[config.mk]
export PLATFORM = sky130hd
export DESIGN_NAME = psum_drain
export DESIGN_NICKNAME = d
export VERILOG_FILES = /design/src/rtl/psum_drain.sv
export SDC_FILE = /design/constraint.sdc
export NUM_CORES = 2
export LEC_CHECK = 0
export ABC_AREA = 1
export BUFFER_PORTS_ARGS = -buffer_cell sky130_fd_sc_hd__buf_2
export CORE_MARGIN = 5
export CORE_UTILIZATION = 27
export DETAILED_ROUTE_END_ITERATION = 12
export GPL_TIMING_DRIVEN = 0
export PLACE_DENSITY = 0.39
export SLEW_MARGIN = 15
export SYNTH_ARGS = -nofsm -noshare
export SYNTH_HDL_FRONTEND = slang
export SYNTH_SLANG_ARGS = --single-unit
[constraint.sdc]
create_clock -name clk -period 5.6 [get_ports clk]
set_input_delay 1.12 -clock clk [delete_from_list [all_inputs] [get_ports clk]]
set_output_delay 1.12 -clock clk [all_outputs]
set_load 0.05 [all_outputs]
[src/rtl/psum_drain.sv]
// psum_drain: accumulates a configurable number of partial-sum vectors per
// tile, requantizes every lane (round half up, arithmetic shift, saturate,
// optional ReLU) and drains the lane bytes one at a time over a
// valid/ready stream.
module psum_drain #(
  parameter int DW     = 8,
  parameter int OW     = 19,
  parameter int COLUMN = 7,
  parameter int AW     = OW + 4
) (
  input  logic                    clk,
  input  logic                    rst_n,
  input  logic                    start,
  input  logic [3:0]              cfg_passes,
  input  logic [4:0]              cfg_shift,
  input  logic                    cfg_relu,
  input  logic                    ci_valid,
  input  logic [COLUMN*OW-1:0]    ci,
  output logic                    ci_ready,
  output logic                    out_valid,
  output logic [DW-1:0]           out_data,
  output logic [$clog2(COLUMN)-1:0] out_col,
  output logic                    out_last,
  input  logic                    out_ready,
  output logic                    busy
);

  localparam int CW = $clog2(COLUMN);

  // Saturation bounds expressed at the rounding width (AW+1 bits).
  localparam logic signed [AW:0] QMAX = {{(AW-DW+2){1'b0}}, {(DW-1){1'b1}}};
  localparam logic signed [AW:0] QMIN = {{(AW-DW+2){1'b1}}, {(DW-1){1'b0}}};

  typedef enum logic [1:0] {
    S_IDLE  = 2'd0,
    S_ACC   = 2'd1,
    S_QUANT = 2'd2,
    S_DRAIN = 2'd3
  } state_t;

  state_t                state_r;
  state_t                state_s;
  logic [3:0]            passes_r;
  logic [4:0]            shift_r;
  logic                  relu_r;
  logic [3:0]            cnt_r;
  logic signed [AW-1:0]  acc_r [COLUMN];
  logic [DW-1:0]         obuf_r [COLUMN];
  logic [CW-1:0]         col_r;
  logic                  out_valid_r;
  logic [DW-1:0]         out_data_r;
  logic [CW-1:0]         out_col_r;
  logic                  out_last_r;

  logic [4:0]            eff_passes_s;
  logic                  accept_s;
  logic                  last_pass_s;
  logic                  load_s;
  logic                  done_s;

  // Requantize one accumulator: round half up, arithmetic shift, saturate, ReLU.
  function automatic logic [DW-1:0] requant(input logic signed [AW-1:0] a,
                                            input logic [4:0] sh,
                                            input logic relu);
    logic signed [AW:0] ext;
    logic signed [AW:0] rnd;
    logic signed [AW:0] res;
    logic [DW-1:0]      q;
    ext = {a[AW-1], a};
    rnd = '0;
    if (sh != 5'd0) begin
      rnd = {{AW{1'b0}}, 1'b1} << (sh - 5'd1);
    end else begin
      rnd = '0;
    end
    res = (ext + rnd) >>> sh;
    if (res > QMAX) begin
      q = {1'b0, {(DW-1){1'b1}}};
    end else if (res < QMIN) begin
      q = {1'b1, {(DW-1){1'b0}}};
    end else begin
      q = res[DW-1:0];
    end
    if (relu && q[DW-1]) begin
      q = '0;
    end else begin
      q = q;
    end
    return q;
  endfunction

  assign ci_ready  = (state_r == S_ACC);
  assign busy      = (state_r != S_IDLE);
  assign out_valid = out_valid_r;
  assign out_data  = out_data_r;
  assign out_col   = out_col_r;
  assign out_last  = out_last_r;

  // Handshake decodes and next-state selection.
  always_comb begin
    eff_passes_s = (passes_r == 4'd0) ? 5'd1 : {1'b0, passes_r};
    accept_s     = ci_valid && (state_r == S_ACC);
    last_pass_s  = accept_s && (({1'b0, cnt_r} + 5'd1) == eff_passes_s);
    done_s       = (state_r == S_DRAIN) && out_valid_r && out_ready && out_last_r;
    load_s       = (state_r == S_DRAIN) && (!out_valid_r || (out_ready && !out_last_r));
    state_s      = state_r;
    case (state_r)
      S_IDLE: begin
        if (start) state_s = S_ACC;
        else       state_s = S_IDLE;
      end
      S_ACC: begin
        if (last_pass_s) state_s = S_QUANT;
        else             state_s = S_ACC;
      end
      S_QUANT: state_s = S_DRAIN;
      S_DRAIN: begin
        if (done_s) state_s = S_IDLE;
        else        state_s = S_DRAIN;
      end
      default: state_s = S_IDLE;
    endcase
  end

  // State register.
  always_ff @(posedge clk or negedge rst_n) begin
    if (!rst_n) state_r <= S_IDLE;
    else        state_r <= state_s;
  end

  // Config latch, accumulation, requantization and drain output registers.
  always_ff @(posedge clk or negedge rst_n) begin
    if (!rst_n) begin
      passes_r    <= 4'd0;
      shift_r     <= 5'd0;
      relu_r      <= 1'b0;
      cnt_r       <= 4'd0;
      col_r       <= '0;
      out_valid_r <= 1'b0;
      out_data_r  <= '0;
      out_col_r   <= '0;
      out_last_r  <= 1'b0;
      for (int i = 0; i < COLUMN; i++) begin
        acc_r[i]  <= '0;
        obuf_r[i] <= '0;
      end
    end else begin
      case (state_r)
        S_IDLE: begin
          if (start) begin
            passes_r <= cfg_passes;
            shift_r  <= cfg_shift;
            relu_r   <= cfg_relu;
            cnt_r    <= 4'd0;
            for (int i = 0; i < COLUMN; i++) acc_r[i] <= '0;
          end
        end
        S_ACC: begin
          if (accept_s) begin
            cnt_r <= cnt_r + 4'd1;
            for (int i = 0; i < COLUMN; i++) begin
              acc_r[i] <= acc_r[i] + {{(AW-OW){ci[i*OW+OW-1]}}, ci[i*OW +: OW]};
            end
          end
        end
        S_QUANT: begin
          for (int i = 0; i < COLUMN; i++) obuf_r[i] <= requant(acc_r[i], shift_r, relu_r);
          col_r <= '0;
        end
        S_DRAIN: begin
          if (load_s) begin
            out_valid_r <= 1'b1;
            out_data_r  <= obuf_r[col_r];
            out_col_r   <= col_r;
            out_last_r  <= (col_r == CW'(COLUMN - 1));
            col_r       <= col_r + CW'(1);
          end else if (done_s) begin
            out_valid_r <= 1'b0;
            out_data_r  <= '0;
            out_col_r   <= '0;
            out_last_r  <= 1'b0;
          end
        end
        default: ;
      endcase
    end
  end

endmodule

==> results.json <==
{
  "violations": "negative setup slack",
  "grt.overflow.total": 0,
  "cpMaxStageDelayCell": "o311ai_0",
  "stdcell_count": 8903,
  "cp-start-kind": "flip-flop",
  "power.total_mw": 32.2,
  "tns_ns": -0.0606,
  "synth_edf_count": 0,
  "dieWidth_um": 384,
  "wl_per_cell_um": 29.5,
  "avgSynthCellArea_sq_um": 5.62,
  "fin_nets": 7418,
  "p_leak_nw": 23.2,
  "syn_area_sq_um": 37800,
  "switching_share_pct": 66.1,
  "worstHoldPathType": "primary input to asynchronous set/reset pin",
  "hold_buffers": 0,
  "viasPerCell": 5.50,
  "start_util_pct": 27.1,
  "place_congestion": 1.01,
  "layout_setup_ws_ns": -0.0606,
  "cp_cell_sequence": "buf_6 > inv_2 > buf_4 > clkdlybuf4s18_2 > nand3_1 > clkinvlp_4 > buf_12 > ha_1 > inv_1 > fa_1 > inv_1 > nand3_1 > nand2_2 > xor2_1 > o21ai_0 > nand2_1 > a21oi_1 > o311ai_0 > nand2_1 > nand3_2 > nand2_1",
  "cts.clk_slew.worst_paths_ns": 0.07,
  "grt_pass1_wl_mm": 357,
  "netSwitchingPower_mw": 21.3,
  "core_area_sq_um": 139000,
  "p_int_mw": 10.9,
  "finClkSkew_ns": 0.0320,
  "critical_path.max_fanout": 10,
  "cp-end-kind": "flip-flop",
  "portBuffers": 161,
  "slew_headroom_pct": 4.58,
  "max_stage_delay_ns": 0.81,
  "die_height_um": 384,
  "drt-total-wl_mm": 263,
  "synth-async-reset-ratio_pct": 100,
  "fin_util_pct": 32.0,
  "yosys_warnings": 0,
  "dr_total_vias": 48968,
  "crit_top_cell": "nand2_1",
  "synth_cells": 6730,
  "fin_area_sq_um": 44600,
  "cap_violations": 0,
  "clk_latency_ns": 0.64,
  "outcome": "finished with violations",
  "drc": 0,
  "crit_type": "flip-flop to flip-flop",
  "cts_tree": "yes",
  "clock_sink_count": 249,
  "syn_nets": 7154,
  "ir_drop_uv": 301,
  "min_period_over_period_pct": 101,
  "pwr-share-clk_pct": 8.4,
  "hpwl_mm": 220,
  "power_frac_seq_pct": 11.9,
  "ant_nets": 0,
  "worst_slew_pin_slew_ns": 1.43,
  "place_area_sq_um": 41500,
  "drtPass1Iterations": 8,
  "grt_max_degree": 73,
  "combPwrFrac_pct": 79.8,
  "cts_max_level": 2,
  "seq_area_frac_synth_pct": 16.5,
  "row_count": 137,
  "timing.hold.ws_ns": 0.432,
  "ios": 163,
  "ys_types": 60,
  "setup_viol": 1,
  "numCtsBuffers": 38,
  "grt_usage_pct": 34.3,
  "fmax_ghz": 0.177,
  "synth_seq_cells": 249,
  "antenna_found_initial": 18,
  "dp_slack_ns": -2.96,
  "required_ns": 6.10,
  "syn_to_final_growth_pct": 17.9,
  "clock_path_buffers": 3,
  "hold_violations": 0,
  "grt_pass1_vias": 44530,
  "drt_iter0_drc": 5919,
  "fin_crit_ns": 5.66,
  "pwr_density_cell_nw_per_um2": 722,
  "critPathArrivalTime_ns": 6.16,
  "dieArea_sq_um": 148000,
  "synth_flop_cell": "dfrtp_1",
  "clockRootBuffer": "clkbuf_16",
  "drive_above_1_share_pct": 10.4,
  "slew_violations": 0,
  "placed_cells": 8789
}
worst max-delay path: cells and delay by family (launching register included):
kind                       cells  cell delay [ns]
AOI/OAI and AO/OA              3             1.29
xor gates and xnor gates       1             0.55
adders and majority gates      2             0.64
buffers and inverters          8             1.59
DFF                            1             0.38
and+or+nand+nor                7             1.02
flip-flops by register name, indices dropped and copies added (netlist names):
signal / flops
out_valid: 1
out_last: 1
passes_r: 4
col_r: 3
state_r: 2
out_data: 8
obuf_r: 56
relu_r: 1
acc_r: 161
cnt_r: 4
shift_r: 5
out_col: 3
area by class of cell:
type | instances | area, sq um
fillers | 16069 | 94800
multi-input cells | 5486 | 28900
flip-flops and latches | 249 | 6230
inverters | 769 | 2940
well taps | 1876 | 2350
repair buffers | 226 | 1640
plain buffers | 224 | 1200
clock buffers | 48 | 1050
clock inverters | 21 | 268
diodes | 4 | 10.0
cells by family after synthesis:
family,count (synthesis),share of synthesized area [%]
adders and majority gates,276,9.41
muxes,11,0.298
AOI/OAI and AO/OA,1029,15.4
DFF,249,16.5
and+or+nand+nor,4104,46.8
xor gates and xnor gates,66,1.53
buffers and inverters,995,10.1
metal layers:
layer | part of all wire, % | track usage (%) | wire (um) | vias to the layer above
li1 | - | - | - | 22957
met1 | 47 | 50.1 | 123000 | 23415
met2 | 40 | 49.4 | 105000 | 2218
met3 | 8.3 | 5.85 | 21800 | 372
met4 | 5.1 | 14.1 | 13400 | 6
met5 | 0.015 | 0 | 40 | -
synthesized netlist by cell type (4+ instances only):
| library cell | count | area (sq um) |
|---|---|---|
| clkinv_1 | 4 | 15.0 |
| nand2_2 | 46 | 288 |
| clkbuf_1 | 121 | 454 |
| a21o_1 | 12 | 90.1 |
| a32o_1 | 10 | 100 |
| a21boi_0 | 10 | 75.1 |
| mux2i_1 | 9 | 90.1 |
| nor2_1 | 618 | 2320 |
| a21oi_4 | 6 | 97.6 |
| nand2_1 | 2049 | 7690 |
| o221ai_1 | 18 | 158 |
| nor3_1 | 44 | 220 |
| inv_2 | 16 | 60.1 |
| a21oi_1 | 361 | 1810 |
| nor2_2 | 20 | 125 |
| xor2_1 | 52 | 455 |
| o211ai_1 | 48 | 360 |
| nor2_4 | 9 | 101 |
| fa_1 | 14 | 280 |
| buf_2 | 20 | 100 |
| nand3_1 | 1163 | 5820 |
| and2_1 | 18 | 113 |
| ha_1 | 262 | 3280 |
| buf_6 | 5 | 56.3 |
| o22ai_1 | 54 | 338 |
| nand3_2 | 9 | 90.1 |
| o21ai_1 | 5 | 25.0 |
| a31oi_1 | 8 | 50.1 |
| o31ai_1 | 13 | 97.6 |
| o21a_1 | 8 | 60.1 |
| o21ai_0 | 420 | 2100 |
| or2_2 | 8 | 50.1 |
| buf_1 | 73 | 274 |
| xnor2_1 | 14 | 123 |
| dfrtp_1 | 249 | 6230 |
| inv_1 | 746 | 2800 |
| a211oi_1 | 7 | 52.6 |
| a221oi_1 | 5 | 43.8 |
| buf_4 | 7 | 52.6 |
| nand3b_1 | 9 | 67.6 |
| a22oi_1 | 8 | 60.1 |
| o311ai_0 | 7 | 61.3 |
| nand4_1 | 86 | 538 |
| nor4_1 | 11 | 68.8 |
| o21bai_1 | 21 | 158 |
timing repair:
action | 4_1_cts | 5_1_grt
pin swaps | 8 | 31
setup endpoints to repair | 56 | 49
gates resized for setup | 110 | 247
setup buffers | 23 | 19
placed cells by master, fill, tap and decap left out, drive strengths merged, types with 9 or more instances in the layout:
cell type	Yosys	layout
a21boi	11	11
a21o	12	12
a21oi	367	367
a32o	10	10
and2	18	18
buf	105	334
clkbuf	121	163
clkinv	4	16
dfrtp	249	249
fa	14	14
ha	262	262
inv	765	761
mux2i	9	9
nand2	2097	2097
nand3	1174	1174
nand3b	9	9
nand4	91	91
nor2	647	647
nor3	45	45
nor4	11	11
o211ai	48	48
o21ai	427	427
o21bai	21	21
o221ai	18	18
o22ai	54	54
o31ai	13	13
or2	9	9
xnor2	14	14
xor2	52	52
power by group through the flow:
stage / logic [mW] / clock network (mW) / registers, mW
6_report: 25.7 / 2.69 / 3.82
3_5_place_dp: 23.6 / 0 / 3.80
2_1_floorplan: 14.1 / 0 / 3.26
3_3_place_gp: 23.5 / 0 / 3.80
4_1_cts: 24.0 / 2.76 / 3.78
5_1_grt: 27.2 / 2.80 / 3.88
final timing paths:
path,start,to,slack (ns),depth (start not counted)
max in group asynchronous,rst_n,acc_r[159]$_DFFE_PN0P_,3.93,3
worst max-delay path,shift_r[3]$_DFFE_PN0P_,obuf_r[20]$_DFFE_PN0P_,-0.06,21
worst min-delay path,rst_n,obuf_r[38]$_DFFE_PN0P_,0.43,1
worst min register to register,obuf_r[46]$_DFFE_PN0P_,obuf_r[46]$_DFFE_PN0P_,0.48,2
worst max register to register,shift_r[3]$_DFFE_PN0P_,obuf_r[20]$_DFFE_PN0P_,-0.06,21
min in group clk,obuf_r[46]$_DFFE_PN0P_,obuf_r[46]$_DFFE_PN0P_,0.48,2
Note: power is estimated with default switching activity, not from simulation.
